--- src/rtl/seg_scan_driver.sv ---
// Latches a 16-bit hex value plus overflow flag and time-multiplexes it onto a
// 4-digit common-anode seven-segment display. Optional macro: LEADING_ZERO_BLANK_EN.
module seg_scan_driver #(
    parameter int REFRESH_DIV = 100000
) (
    input  logic        clk,
    input  logic        rst,
    input  logic        load,
    input  logic [15:0] value,
    input  logic        oflow_in,
    input  logic        clr_oflow,
    output logic [6:0]  seg_L,
    output logic [3:0]  an_L,
    output logic        dp_L,
    output logic        oflow_led
);

    localparam int CNT_W = $clog2(REFRESH_DIV);
    localparam logic [CNT_W-1:0] CNT_MAX = CNT_W'(REFRESH_DIV - 1);

    logic [15:0]      shadow;
    logic [CNT_W-1:0] slot_cnt;
    logic [1:0]       idx;
    logic [3:0]       nib;
    logic [6:0]       seg_nxt;
    logic             blank;

    always_comb begin
        nib = shadow[{idx, 2'b00} +: 4];
        case (nib)
            4'h0: seg_nxt = 7'b1000000;
            4'h1: seg_nxt = 7'b1111001;
            4'h2: seg_nxt = 7'b0100100;
            4'h3: seg_nxt = 7'b0110000;
            4'h4: seg_nxt = 7'b0011001;
            4'h5: seg_nxt = 7'b0010010;
            4'h6: seg_nxt = 7'b0000010;
            4'h7: seg_nxt = 7'b1111000;
            4'h8: seg_nxt = 7'b0000000;
            4'h9: seg_nxt = 7'b0010000;
            4'hA: seg_nxt = 7'b0001000;
            4'hB: seg_nxt = 7'b0000011;
            4'hC: seg_nxt = 7'b1000110;
            4'hD: seg_nxt = 7'b0100001;
            4'hE: seg_nxt = 7'b0000110;
            default: seg_nxt = 7'b0001110;
        endcase
    end

`ifdef LEADING_ZERO_BLANK_EN
    // A digit goes dark only when it and every digit to its left is zero.
    always_comb begin
        case (idx)
            2'd1:    blank = (shadow[15:4] == 12'h000);
            2'd2:    blank = (shadow[15:8] == 8'h00);
            2'd3:    blank = (shadow[15:12] == 4'h0);
            default: blank = 1'b0;
        endcase
    end
`else
    assign blank = 1'b0;
`endif

    always_ff @(posedge clk) begin
        if (rst) begin
            shadow    <= '0;
            slot_cnt  <= '0;
            idx       <= 2'd0;
            oflow_led <= 1'b0;
            an_L      <= 4'b1111;
            seg_L     <= 7'b1111111;
            dp_L      <= 1'b1;
        end else begin
            if (load)
                shadow <= value;
            // A fresh overflow beats a simultaneous clear.
            if (load && oflow_in)
                oflow_led <= 1'b1;
            else if (clr_oflow)
                oflow_led <= 1'b0;
            if (slot_cnt == CNT_MAX) begin
                slot_cnt <= '0;
                idx      <= idx + 2'd1;
            end else begin
                slot_cnt <= slot_cnt + 1'b1;
            end
            an_L  <= ~(4'b0001 << idx);
            seg_L <= blank ? 7'b1111111 : seg_nxt;
            dp_L  <= ~((idx == 2'd0) && oflow_led);
        end
    end

endmodule

--- config.mk ---
export PLATFORM = sky130hd
export DESIGN_NAME = seg_scan_driver
export DESIGN_NICKNAME = d
export VERILOG_FILES = /design/src/rtl/seg_scan_driver.sv
export SDC_FILE = /design/constraint.sdc
export NUM_CORES = 1
export LEC_CHECK = 0
export ABC_AREA = 1
export CAP_MARGIN = 30
export CORE_UTILIZATION = 48
export DETAILED_ROUTE_END_ITERATION = 8
export MAX_ROUTING_LAYER = met4
export PLACE_DENSITY_LB_ADDON = 0.15
export SLEW_MARGIN = 20
export SYNTH_ARGS = -nofsm -noshare
export SYNTH_HDL_FRONTEND = slang
export SYNTH_SLANG_ARGS = --single-unit
--- constraint.sdc ---
create_clock -name clk -period 1.35 [get_ports clk]
set_input_delay 0.27 -clock clk [delete_from_list [all_inputs] [get_ports clk]]
set_output_delay 0.27 -clock clk [all_outputs]
set_load 0.03 [all_outputs]
# After elaboration in Yosys (flattened, before gate mapping)

Memory sizes are Yosys's and may differ from the RTL's. A register that Yosys moved wholly into a read port is not among the register bits.
Cells that the tools add are included.

Add/subtract/negate cells: 2
Eq/ne operators: 1
Shifts and indexed selects: 2
Multiplexer cells: 2
Bitwise gates (word level): 2
Reduce and logical (&&, ||, !) cells: 5

Operators by type and width:

| cell                                                               | number |
|---|---|
| 17-bit by 1-bit adder with 17-bit output (second input constant)   | 1 |
| 17-bit equality test (second input constant)                       | 1 |
| 16-bit by 5-bit indexed part select with 4-bit output              | 1 |
| 4-bit NOT                                                          | 1 |
| 1-bit by 2-bit left shift with 4-bit output (first input constant) | 1 |
| 2-bit by 1-bit adder with 2-bit output (second input constant)     | 1 |
| 1-bit logical AND                                                  | 2 |
| 2-bit logical NOT                                                  | 1 |
| 1-bit 2-to-1 mux                                                   | 2 |
| 2-bit nonzero test                                                 | 1 |
| 2-bit OR reduction                                                 | 1 |
| 1-bit NOT                                                          | 1 |

Register bits: 41
Bits in read-only memories: 112
Input port bits: 21
Output and inout bits: 13
Memories: 1

Memories:

| name             | words | bits a word | read ports | clocked after memory_dff | write ports | RTL line | source |
|---|---|---|---|---|---|---|---|
| (name not given) | 16    | 7           | 1          | 1                        | 0           | 30       | `case (nib)` |

# Logic depth before layout (Yosys ltp)

Depth after elaboration: 3
Depth in mapped cells: 10

# Worst setup path before layout

Ideal clock, no wire load.

Path kind: reg-to-reg
From: reg idx[0]
To: reg seg_L[0]
Library setup time: 0.122 ns
Arrival: 1.359 ns
Required time: 1.228 ns
Path slack: -0.131 ns
Cell stages (with the launch flop): 11
Path buffers: 1
Clock period less this slack: 1.481 ns
Cells stage by stage: dfxtp_1 > buf_4 > nand2_1 > nand3_1 > nand2_1 > inv_1 > ha_1 > inv_1 > nand3_1 > nand3_1 > nand3_1

Cells in the longest elaborated chain, start to end: 1

Ends and longest elaborated chain:

| what                                                  | RTL line | source |
|---|---|---|
| start: declaration                                    | 23       | `logic [1:0] idx;` |
| start signal: assignment                              | 83       | `idx <= idx + 2'd1;` |
| 16-bit by 5-bit indexed part select with 4-bit output | 29       | `nib = shadow[{idx, 2'b00} +: 4];` |
| end: declaration                                      | 12       | `output logic [6:0] seg_L,` |

Every way passes these cells.
A chain may end at the register's enable or synchronous reset.

# Worst setup path after layout

From: reg idx[0]
To: reg seg_L[1]

The elaborated chain is that of the path after synthesis.

==> impl_metrics.json <==
{
  "status": "finished with violations",
  "violations": "setup timing",
  "fin_ws_ps": -116,
  "drc_errors": 0,
  "place_congestion": 0.930,
  "syn-cell-area_mm2": 0.00233,
  "antenna_found_initial": 0,
  "antenna_left": 0,
  "drt_iter0_drc": 230,
  "synth_seq_cells": 48,
  "r2r_slack_ps": -120,
  "synth_seq_area_share": 0.412,
  "rows": 24,
  "area_delta_synth_final_pct": 48.3,
  "max-vdd-ir-drop_v": 0.000697,
  "regArea_um2": 976,
  "pin_count": 34,
  "max_cap_viol_count": 0,
  "die_w_um": 71.7,
  "reg2reg_from": "idx[0]$_SDFFE_PP0N_",
  "drt_wl_total_mm": 6.38,
  "start_util": 0.517,
  "numCtsBuffers": 5,
  "grt_usage": 0.229,
  "post-route-util": 0.767,
  "grt_pass1_wl_mm": 8.83,
  "place_area_mm2": 0.00289,
  "syn_avg_cell_area_um2": 6.91,
  "power_density_mw_per_mm2": 912,
  "dpl.hpwl_mm": 3.70,
  "reg2reg_to": "seg_L[1]$_SDFF_PP1_",
  "cts_tree": "yes",
  "drive_gt1_frac": 0.278,
  "p_leak_nw": 1.44,
  "finalMaxSlewViolations": 0,
  "dr.pass1.iters": 4,
  "worst_ep_required_time_ps": 1610,
  "fin_crit_sh": 1.09,
  "rsz0062_at_grt": "true",
  "synth_nets": 369,
  "hold_path_depth": 1,
  "cp-startpoint": "idx[0]$_SDFFE_PP0N_",
  "grt_pass1_vias": 2086,
  "vias": 2335,
  "gr-total-overflow": 0,
  "core_area_mm2": 0.00450,
  "worstSetupEndpointType": "flip-flop",
  "clk_pin_slew_worst_paths_ps": 90,
  "cp-start-kind": "flip-flop",
  "htree_levels": 2,
  "die_area_mm2": 0.00514,
  "clkSinkCount": 48,
  "final_cell_count_no_fill": 459,
  "max_freq_mhz": 682,
  "worstPathArrival_ps": 1730,
  "stdcell_area_mm2": 0.00346,
  "fin_crit_ps": 1470,
  "setup_viol": 7,
  "cts_root_buffer": "clkbuf_8",
  "cts_max_path_buffers": 2,
  "hp-class": "flip-flop to flip-flop",
  "dp_cells": 439,
  "yosysWarnings": 0,
  "post_drt_wl_per_cell_um": 13.9,
  "maxSlewHeadroom": 0.713,
  "rr_worst_depth": 8,
  "vias_per_cell": 5.09,
  "hold_slack_ps": 435,
  "hp-start": "oflow_led$_SDFFE_PP0P_",
  "cts_hold_buf": 0,
  "critical_path.max_fanout": 6,
  "crit_end": "seg_L[1]$_SDFF_PP1_",
  "fin_tns_setup_ps": -505,
  "nets": 438,
  "tightest_slew_ps": 430,
  "syn_inst": 337,
  "fillers": 335,
  "diodes": 0,
  "clk_latency_ps": 310,
  "fin_skew_ps": 10.3,
  "grt_max_degree": 18,
  "fp.dieH_um": 71.7,
  "crit_type": "flip-flop to flip-flop",
  "io_buffers": 33,
  "hold_viol_final": 0,
  "yosysUniqueCellTypes": 25,
  "multi_input_area_mm2": 0.00153
}
[sequential cells by signal, summed over array words and instances (netlist names)]
register and cells:
oflow_led 1, an_L 4, shadow 16, idx 2, seg_L 7, slot_cnt 17
dp_L 1
[area by class of cell]
type / count / share of cell area
timing repair buffer: 68 / 0.178
clock buffer: 7 / 0.0279
multi-input combinational: 249 / 0.442
sequential: 48 / 0.282
tap: 52 / 0.0188
clock inverter: 1 / 0.00869
inverter: 34 / 0.0420
[per-stage QoR]
step	power [mW]	setup slack [ps]
after floorplan	1.75	-19.6
after global placement	1.94	-77.3
after detailed placement	1.95	-141
after CTS	3.06	-32.4
after global routing	3.27	-171
final	3.15	-116
[metal layers]
layer  part of all wire  track usage  wire, um  vias to the layer above
met5                  0            -         0                        -
met4              0.031        0.122       195                        0
met3              0.043       0.0506       273                       19
met2               0.51        0.392      3260                       62
met1               0.42        0.246      2650                     1062
li1                   -            -         -                     1192
[cells in the final DEF, fill, tap and decap left out, types with 4 or more instances in the layout]
master,synthesis,routed
buf_6,1,8
xor2_1,7,6
clkdlybuf4s50_1,0,20
ha_4,0,5
o21ai_0,20,18
nand3_4,0,7
dfxtp_1,48,40
nand3_2,3,7
nand2_2,4,12
nand2_1,82,64
inv_1,33,28
nand3_1,31,20
nor2_1,79,74
clkbuf_8,0,7
buf_4,1,26
nand2_4,0,10
ha_1,11,4
dfxtp_2,0,6
nor2_2,1,4
dlygate4sd2_1,0,12
[where the power goes]
part / internal (mW) / total [mW] / switching [mW]
Sequential: 1.48 / 1.52 / 0.0420
Combinational: 0.220 / 0.487 / 0.267
Clock: 0.654 / 1.14 / 0.491
Total: 2.35 / 3.15 / 0.800
[kinds of logic (layout without fill, tap and decap cells)]
| logic type | Yosys count | count (layout) | share of synthesized area |
|---|---|---|---|
| flops | 48 | 48 | 0.412 |
| simple gates | 206 | 207 | 0.371 |
| compound gates | 23 | 23 | 0.0553 |
| buf+inv | 41 | 110 | 0.0725 |
| fa+ha+maj | 11 | 11 | 0.0591 |
| xor+xnor | 8 | 8 | 0.0301 |
[cell usage after synthesis]
| master | count | area share |
|---|---|---|
| a21oi_1 | 1 | 0.0021 |
| o211ai_1 | 1 | 0.0032 |
| nor2_4 | 1 | 0.0048 |
| nand3_2 | 3 | 0.013 |
| clkbuf_1 | 2 | 0.0032 |
| buf_6 | 1 | 0.0048 |
| dfxtp_1 | 48 | 0.41 |
| o21ai_0 | 20 | 0.043 |
| inv_1 | 33 | 0.053 |
| buf_4 | 1 | 0.0032 |
| o21ai_4 | 1 | 0.0070 |
| nand3_1 | 31 | 0.067 |
| nand2_2 | 4 | 0.011 |
| xnor2_1 | 1 | 0.0038 |
| nand3b_1 | 1 | 0.0032 |
| nor2_2 | 1 | 0.0027 |
| buf_2 | 2 | 0.0043 |
| nor3_1 | 1 | 0.0021 |
| ha_1 | 11 | 0.059 |
| inv_2 | 1 | 0.0016 |
| nor2_1 | 79 | 0.13 |
| nand4_1 | 3 | 0.0081 |
| xor2_1 | 7 | 0.026 |
| nand2_1 | 82 | 0.13 |
| clkbuf_2 | 1 | 0.0021 |
[worst min-delay path by stage]
stage,to,slack (ps)
after floorplan,oflow_led$_SDFFE_PP0P_,340
after global placement,dp_L$_SDFF_PP1_,410
after detailed placement,dp_L$_SDFF_PP1_,420
after CTS,dp_L$_SDFF_PP1_,440
after global routing,dp_L$_SDFF_PP1_,460
final,dp_L$_SDFF_PP1_,440
[critical path: stages (launching register included)]
cell,delay [ps]
dfxtp_4,430
nand2_2,110
nand3_4,140
nand2_8,100
ha_4,280
nand3_2,90
nor2_1,150
nor2_1,60
nand2_1,50
[repair_timing]
action	CTS	global route
resized for setup	33	80
setup buffers	4	7
pin swaps	4	20
setup endpoints to repair	37	27
cloned	1	0
Power figures use the tool's default switching activity.
